## config.mk

```make
export PLATFORM = sky130hd
export DESIGN_NAME = fifo_param
export DESIGN_NICKNAME = d
export VERILOG_FILES = /design/src/rtl/fifo_param_pkg.sv /design/src/rtl/fifo_param_ram.sv /design/src/rtl/fifo_param.sv
export VERILOG_INCLUDE_DIRS = /design/src /design/src/rtl
export SDC_FILE = /design/constraint.sdc
export NUM_CORES = 1
export LEC_CHECK = 0
export BUFFER_PORTS_ARGS = -buffer_cell sky130_fd_sc_hd__buf_2
export CAP_MARGIN = 10
export CORE_UTILIZATION = 59
export CTS_BUF_LIST = sky130_fd_sc_hd__clkbuf_4
export DETAILED_ROUTE_END_ITERATION = 6
export PLACE_DENSITY = 0.76
export SYNTH_ARGS = -nofsm -noshare
export SYNTH_HDL_FRONTEND = slang
export SYNTH_SLANG_ARGS = --single-unit
```

## constraint.sdc

```tcl
create_clock -name ck -period 6.1 [get_ports ck]
set_input_delay 1.22 -clock ck [delete_from_list [all_inputs] [get_ports ck]]
set_output_delay 1.22 -clock ck [all_outputs]
set_load 0.02 [all_outputs]
```

## src/rtl/fifo_param_defs.vh

```
// ============================================================================
// File        : fifo_param_defs.vh
// Description : Derived sizes and parameter legality checks for fifo_param.
// Revision    : 1.0 - initial release
// ============================================================================
localparam int DEPTH = 1 << DEPTH_LOG2;
localparam int CNT_W = DEPTH_LOG2 + 1;

generate
    if (DEPTH_LOG2 < 1) begin : g_bad_depth
        $error("fifo_param: DEPTH_LOG2 must be at least 1");
    end
    if ((AF_LEVEL < 1) || (AF_LEVEL > DEPTH)) begin : g_bad_af
        $error("fifo_param: AF_LEVEL must lie in 1..DEPTH");
    end
    if ((AE_LEVEL < 0) || (AE_LEVEL > DEPTH - 1)) begin : g_bad_ae
        $error("fifo_param: AE_LEVEL must lie in 0..DEPTH-1");
    end
endgenerate

```

## src/rtl/fifo_param_pkg.sv

```systemverilog
`default_nettype none
// ============================================================================
// Module      : fifo_param_pkg
// Description : Shared types for the parametrised synchronous FIFO.
// Revision    : 1.0 - initial release
// ============================================================================
package fifo_param_pkg;

    // Accepted operation in one cycle, encoded as {read, write}
    typedef enum logic [1:0] {
        OP_IDLE  = 2'b00,
        OP_WR    = 2'b01,
        OP_RD    = 2'b10,
        OP_WR_RD = 2'b11
    } fifo_op_e;

    function automatic fifo_op_e decode_op(input logic wr_acc, input logic rd_acc);
        return fifo_op_e'({rd_acc, wr_acc});
    endfunction

endpackage
`default_nettype wire

```

## src/rtl/fifo_param_ram.sv

```systemverilog
`default_nettype none
// ============================================================================
// Module      : fifo_param_ram
// Description : WIDTH x 2**DEPTH_LOG2 storage, sync write, registered read.
// Revision    : 1.0 - initial release
// ============================================================================
module fifo_param_ram #(
    parameter int WIDTH      = 8,
    parameter int DEPTH_LOG2 = 4
) (
    input  logic                  clk,
    input  logic                  rst,
    input  logic                  i_we,
    input  logic [DEPTH_LOG2-1:0] i_waddr,
    input  logic [WIDTH-1:0]      i_wdata,
    input  logic                  i_re,
    input  logic [DEPTH_LOG2-1:0] i_raddr,
    output logic [WIDTH-1:0]      o_rdata
);

    localparam int c_DEPTH = 1 << DEPTH_LOG2;

    logic [WIDTH-1:0] r_mem [c_DEPTH];
    logic [WIDTH-1:0] r_rdata;

    // Array is deliberately left unreset so it can map onto block RAM
    always_ff @(posedge clk) begin
        if (i_we) begin
            r_mem[i_waddr] <= i_wdata;
        end
    end

    always_ff @(posedge clk) begin
        if (rst) begin
            r_rdata <= '0;
        end else if (i_re) begin
            r_rdata <= r_mem[i_raddr];
        end
    end

    assign o_rdata = r_rdata;

endmodule
`default_nettype wire

```

## src/rtl/fifo_param.sv

```systemverilog
`default_nettype none
// ============================================================================
// Module      : fifo_param
// Description : Single-clock FIFO with occupancy count, programmable
//               almost-full/almost-empty, flush and sticky error flags.
// Revision    : 1.0 - initial release
// ============================================================================
module fifo_param
    import fifo_param_pkg::*;
#(
    parameter int WIDTH      = 8,
    parameter int DEPTH_LOG2 = 4,
    parameter int AF_LEVEL   = 14,
    parameter int AE_LEVEL   = 2
) (
    input  logic                ck,
    input  logic                rst,
    input  logic [WIDTH-1:0]    Din,
    input  logic                Wen,
    input  logic                Ren,
    input  logic                flush,
    output logic [WIDTH-1:0]    Dout,
    output logic                Dvalid,
    output logic                Fempty,
    output logic                Ffull,
    output logic                Fafull,
    output logic                Faempty,
    output logic [DEPTH_LOG2:0] Fcount,
    output logic                Fovf,
    output logic                Fudf
);

`include "fifo_param_defs.vh"

    localparam logic [CNT_W-1:0]      c_CNT_FULL = CNT_W'(DEPTH);
    localparam logic [CNT_W-1:0]      c_AF       = CNT_W'(AF_LEVEL);
    localparam logic [CNT_W-1:0]      c_AE       = CNT_W'(AE_LEVEL);
    localparam logic [CNT_W-1:0]      c_CNT_ONE  = CNT_W'(1);
    localparam logic [DEPTH_LOG2-1:0] c_PTR_ONE  = DEPTH_LOG2'(1);

    logic [DEPTH_LOG2-1:0] r_wptr;
    logic [DEPTH_LOG2-1:0] r_rptr;
    logic [CNT_W-1:0]      r_count;
    logic                  r_empty;
    logic                  r_full;
    logic                  r_afull;
    logic                  r_aempty;
    logic                  r_dvalid;
    logic                  r_ovf;
    logic                  r_udf;

    logic                  w_wr_acc;
    logic                  w_rd_acc;
    logic [CNT_W-1:0]      w_count_nxt;
    fifo_op_e              w_op;
    logic [WIDTH-1:0]      w_rdata;

    // Acceptance uses the registered flags, so a read never targets a word
    // being written in the same cycle.
    assign w_wr_acc = Wen & ~r_full  & ~flush & ~rst;
    assign w_rd_acc = Ren & ~r_empty & ~flush & ~rst;

    always_comb begin
        w_op        = decode_op(w_wr_acc, w_rd_acc);
        w_count_nxt = r_count;
        case (w_op)
            OP_WR:   w_count_nxt = r_count + c_CNT_ONE;
            OP_RD:   w_count_nxt = r_count - c_CNT_ONE;
            default: w_count_nxt = r_count;
        endcase
    end

    always_ff @(posedge ck) begin
        if (rst) begin
            r_wptr   <= '0;
            r_rptr   <= '0;
            r_count  <= '0;
            r_empty  <= 1'b1;
            r_full   <= 1'b0;
            r_afull  <= 1'b0;
            r_aempty <= 1'b1;
            r_dvalid <= 1'b0;
            r_ovf    <= 1'b0;
            r_udf    <= 1'b0;
        end else if (flush) begin
            // Error history survives a flush; only rst clears it
            r_wptr   <= '0;
            r_rptr   <= '0;
            r_count  <= '0;
            r_empty  <= 1'b1;
            r_full   <= 1'b0;
            r_afull  <= 1'b0;
            r_aempty <= 1'b1;
            r_dvalid <= 1'b0;
        end else begin
            if (w_wr_acc) begin
                r_wptr <= r_wptr + c_PTR_ONE;
            end
            if (w_rd_acc) begin
                r_rptr <= r_rptr + c_PTR_ONE;
            end
            r_count  <= w_count_nxt;
            r_empty  <= (w_count_nxt == '0);
            r_full   <= (w_count_nxt == c_CNT_FULL);
            r_afull  <= (w_count_nxt >= c_AF);
            r_aempty <= (w_count_nxt <= c_AE);
            r_dvalid <= w_rd_acc;
            if (Wen && r_full) begin
                r_ovf <= 1'b1;
            end
            if (Ren && r_empty) begin
                r_udf <= 1'b1;
            end
        end
    end

    fifo_param_ram #(
        .WIDTH      (WIDTH),
        .DEPTH_LOG2 (DEPTH_LOG2)
    ) u_ram (
        .clk     (ck),
        .rst     (rst),
        .i_we    (w_wr_acc),
        .i_waddr (r_wptr),
        .i_wdata (Din),
        .i_re    (w_rd_acc),
        .i_raddr (r_rptr),
        .o_rdata (w_rdata)
    );

    assign Dout    = w_rdata;
    assign Dvalid  = r_dvalid;
    assign Fempty  = r_empty;
    assign Ffull   = r_full;
    assign Fafull  = r_afull;
    assign Faempty = r_aempty;
    assign Fcount  = r_count;
    assign Fovf    = r_ovf;
    assign Fudf    = r_udf;

endmodule
`default_nettype wire

```

# Yosys cells after proc, flatten, opt, wreduce, memory -nomap -nowiden
# Memories as Yosys holds them, arrays and structs flattened. A register that Yosys moved wholly into a read port is not among the register bits.
# Cells that the tools add are included.
op_classes:
  n_addsub: 4
  order_cmp: 2
  n_eq_ne: 3
  mux: 3
  bitwise: 10
  n_reduce_logical: 6
ops:
  columns: ["op", "n"]
  rows:
  - ["case mux 5 bit (2 select lines)", 1]
  - ["adder 4 x 1 -> 4 bit, second input constant", 2]
  - ["AND 1 bit", 6]
  - ["adder 5 x 1 -> 5 bit, second input constant", 1]
  - ["== test 5 bit, second input constant", 1]
  - ["greater-or-equal comparator 5 x 4 -> 1 bit, second input constant", 1]
  - ["<= comparator 5 x 2 -> 1 bit, second input constant", 1]
  - ["logical NOT 5 bit", 1]
  - ["subtractor 5 x 1 -> 5 bit, second input constant", 1]
  - ["inverter 1 bit", 4]
  - ["AND reduction 2 bit", 2]
  - ["== test 2 x 1 -> 1 bit, second input constant", 1]
  - ["== test 2 bit, second input constant", 1]
  - ["logical AND 1 bit", 2]
  - ["2-to-1 mux 1 bit", 2]
  - ["OR reduction 2 bit", 1]
word_totals:
  regBits: 20
  ram_bits: 128
  n_memories: 1
memory_table:
  columns: ["memory", "depth", "width", "rd", "rd_clocked_by_memory_dff", "write_ports", "line_no", "rtl"]
  rows:
  - ["u_ram.r_mem", 16, 8, 1, 1, 1, "fifo_param_ram.sv:23", "logic [WIDTH-1:0] r_mem [c_DEPTH];"]

# Longest topological paths before layout
depth:
  depth_word: 7
  mapped_depth: 11
  mapped_depth_nobuf: 10

# By module
# A second synthesis with hierarchy kept.
hier_totals:
  cells_unflattened: 418
  area_unflattened_um2: 6287.3
by_module_without_submodules:
  columns: ["module", "instances", "cells_per_inst", "area_each_um2", "seq_area_each_um2"]
  rows:
  - ["fifo_param_ram", 1, 316, 5343.9, 4003.8]
  - ["fifo_param", 1, 102, 943.4, 400.4]

# Worst setup path after synthesis
# OpenSTA, ideal clock, no wires.
synth_timing:
  path_kind: "input to register"
  startpoint: "input rst"
  endpoint: "register r_aempty (netlist: Faempty)"
  setup_ns: 0.116
  arrival_ns: 3.131
  required_time_ns: 5.984
  slack_ns: 2.853
  stages: 10
  n_path_buf: 2
  path_cell_list: "or4b_4 -> clkinv_4 -> buf_4 -> ha_1 -> clkbuf_1 -> nor3_1 -> o21ai_0 -> mux2i_1 -> and2_4 -> a41o_1"
synth_between:
  elab_chain_cells: 5
synth_lines:
  columns: ["item", "line_no", "rtl"]
  rows:
  - ["from (decl)", "fifo_param.sv:17", "input logic rst,"]
  - ["inverter 1 bit", "fifo_param.sv:60, fifo_param.sv:61", null]
  - ["AND 1 bit, on equally long branches", "fifo_param.sv:60, fifo_param.sv:61", null]
  - ["== test 2 bit or == test 2 x 1 -> 1 bit (tied branches)", "fifo_param.sv:66", "case (w_op)"]
  - ["case mux 5 bit (2 select lines)", "fifo_param.sv:66", null]
  - ["<= comparator 5 x 2 -> 1 bit", "fifo_param.sv:106", "r_aempty <= (w_count_nxt <= c_AE);"]
  - ["to (signal assigned)", "fifo_param.sv:106", null]
  - ["to (decl)", "fifo_param.sv:47", "logic r_aempty;"]
# Parallel ways exist; a longest one is shown, timed or not.
# A chain may end at the register's enable or synchronous reset.

# Final worst setup path
layout_timing:
  startpoint: "input rst"
  endpoint: "register r_full (netlist: Ffull)"
layout_between:
  elab_chain_cells: 5
layout_lines:
  columns: ["item", "line_no", "rtl"]
  rows:
  - ["inverter 1 bit", "fifo_param.sv:60, fifo_param.sv:61", null]
  - ["AND 1 bit, on equally long branches", "fifo_param.sv:60, fifo_param.sv:61", null]
  - ["== test 2 bit or == test 2 x 1 -> 1 bit (tied branches)", "fifo_param.sv:66", null]
  - ["case mux 5 bit (2 select lines)", "fifo_param.sv:66", null]
  - ["== test 5 bit", "fifo_param.sv:104", "r_full <= (w_count_nxt == c_CNT_FULL);"]
  - ["to (signal assigned)", "fifo_param.sv:104", null]
  - ["to (decl)", "fifo_param.sv:45", "logic r_full;"]
# Parallel ways exist; a longest one is shown, timed or not.

==> impl_metrics.ini <==
[place]
place_hpwl_mm = 7.45
portBuffers = 32
dp_slack_ps = 2350
gp_congestion = 0.807
placed_cells = 503
place_area_um2 = 6510

[synthesis]
synth_top_family_by_area = multiplexers
ys_seq_area_frac = 0.706
synthSimpleGateAreaFrac = 0.0710
synth.distinct_cells = 44
synth_area_um2 = 6240
synth-main-ff-cell = edfxtp_1
async_flop_share = 0
yosys_warnings = 0
synth-compound-area-share = 0.0192
syn-num-nets = 368
synth_edf_count = 128
synth_area_per_cell_um2 = 17.9
synthMuxAreaShare = 0.153
synth_xor_area_frac = 0.0152
synth_adder_area_share = 0.0140
ys_ff_latch = 156
syn_inst = 348

[detailed_routing]
viasPerCell = 5.91
drtPass1Iterations = 4
wire_per_inst_um = 21.3
drtAntennaViolNets = 0
first_iter_violations = 238
dr_total_vias = 3155
drcViolationCount = 0
wl_mm = 11.4

[power_and_ir_drop]
total_power_mw = 1.78
sw_frac_of_total = 0.224
pwr-share-seq = 0.648
p_int_mw = 1.38
p_sw_mw = 0.400
irDropWorstVdd_v = 0.000143
p_per_area_nw_per_um2 = 263
p_clk_frac = 0.329
power_leakage_nw = 2.24
power_frac_comb = 0.023

[global_routing]
use_met2 = 0.355
grt.busiest_layer = met2
grt_pass1_wl_mm = 17.9
use_met3 = 0.0561
antenna_found_initial = 0
grt_util_all_layers = 0.231
overflow = 0
grt_max_degree = 36
grt_pass1_vias = 3259
use_met1 = 0.324

[clock_network]
clk_latency_ps = 530
clock-root-buffer = clkbuf_4
clkSlewWorstSetupHoldPaths_ps = 130
cts_resized = 0
cts_max_path_buffers = 2
numClockSinks = 156
postCtsSetupBuffers = 0
cts_hold_buffers = 0
cts_tree = built
numCtsBuffers = 17
htreeDepth = 4

[finish]
n_fill_cell = 720
layout.cells.non_filler = 534
num_antenna_cells = 0
final_layout_size_suffix_gt1_frac = 0.304
fin_util = 0.659
nets = 406
area_delta_synth_final_pct = 8.56
final_area_um2 = 6780

[timing]
finalHoldViolations = 0
fmax_ghz = 0.311
setup_violations = 0
rsz0062_at_grt = false
tns_ps = 0
fin_crit_sh = 0.528
maxSlewViolCount = 0
fin_ws_ps = 2880
hold_ws_ps = 485
relSlewSlack = 0.235
worst_pin_slew_ps = 1140
period_minus_slack_ps = 3220
clock_skew_ps = 26.6

[min_path]
min_path_type = register to register

[floorplanning]
die-area_um2 = 11000
start_util = 0.607
core_um2 = 10300
rows = 37
ioPinCount = 33
die_w_um = 105
die_y_um = 105

[setup_path]
critPathArrivalTime_ps = 3690
worst-setup-path-type = input port to register
startpoint_type = input port
end_kind = register
crit_required_ps = 6570
worst-path-max-fanout = 13

[job]
cap_violations = 0

[status]
outcome = completed
[placed cells by master (no fill, tap or decap), drive strengths merged, types with 2 or more instances in the layout]
master,instances
mux2i,4
xnor2,5
nand2,27
clkbuf,18
inv,13
and2,2
clkinv,3
nand3b,8
buf,37
nor2,28
nand2b,3
a21oi,7
a41o,2
a31oi,2
nor2b,3
xor2,5
o21ai,2
ha,7
mux4,40
dfxtp,28
edfxtp,128
clkinvlp,4
nand4,2
nor3,6
[critical path, cell delays in order]
cell      delay, ps
buf_2           160
or4b_4          650
clkinv_4        140
nand2_4          70
xnor2_1         130
ha_1            220
a21oi_1         150
nor2b_1         150
mux2i_1          90
xnor2_1         430
and4_1          280
[layout make-up]
| type | instances | area, um2 | share of cell area |
|---|---|---|---|
| flip-flops and latches | 156 | 4410 | 0.650 |
| multi-input cells | 166 | 1700 | 0.251 |
| repair buffers | 37 | 198 | 0.0292 |
| well taps | 136 | 170 | 0.0251 |
| clock buffers | 18 | 135 | 0.0199 |
| clock inverters | 13 | 135 | 0.0199 |
| inverters | 8 | 35.0 | 0.00517 |
[registers in the layout, summed over array words and instances, names as in the netlist]
name	cells
r_rptr	4
Dvalid	1
Faempty	1
u_ram.r_mem	128
Fafull	1
Fudf	1
Fempty	1
u_ram.o_rdata	8
Fcount	5
r_wptr	4
Fovf	1
Ffull	1
[cells in the mapped netlist, types with 2 or more instances]
library cell  count  area share
a21oi_1           7      0.0056
a31oi_1           2      0.0020
a41o_1            2      0.0032
buf_1             2      0.0012
buf_6             3      0.0054
clkbuf_1         10      0.0060
dfxtp_1          28       0.090
edfxtp_1        128        0.62
ha_1              7       0.014
inv_1             7      0.0042
mux2i_1           4      0.0064
mux4_2           40        0.14
nand2_1          26       0.016
nand2b_1          3      0.0030
nand3b_1          8      0.0096
nand4_1           2      0.0020
nor2_1           28       0.017
nor2b_1           3      0.0030
nor3_1            5      0.0040
o21ai_0           2      0.0016
xnor2_1           5      0.0070
xor2_1            4      0.0056
[kinds of logic (layout without fill, tap and decap cells)]
group | count (synthesis) | after routing
simple gates | 87 | 87
mux | 45 | 45
compound gates | 17 | 17
xor+xnor | 10 | 10
fa+ha+maj | 7 | 7
flops | 156 | 156
buf+inv | 26 | 76
[routing by layer]
| metal | part of all wire | vias up |
|---|---|---|
| li1 | - | 1430 |
| met3 | 0.067 | 10 |
| met2 | 0.49 | 111 |
| met5 | 0 | - |
| met1 | 0.43 | 1604 |
| met4 | 0.015 | 0 |
[power by group through the flow]
stage | clock network, mW | logic (mW) | registers, mW
after floorplan | 0 | 0.0188 | 1.18
after global placement | 0 | 0.0402 | 1.18
after detailed placement | 0 | 0.0418 | 1.18
after CTS | 0.599 | 0.0418 | 1.16
after global routing | 0.633 | 0.0460 | 1.16
final | 0.586 | 0.0415 | 1.16
[worst paths after layout]
check	startpoint	to	slack, ps	cells past startpoint
setup / recovery	rst	Ffull	2880	11
hold / removal	Fudf	Fudf	480	2
setup reg to reg	Fempty	Ffull	3430	10
hold reg to reg	Fudf	Fudf	480	2
No activity file was read; power rests on OpenSTA's default activity.
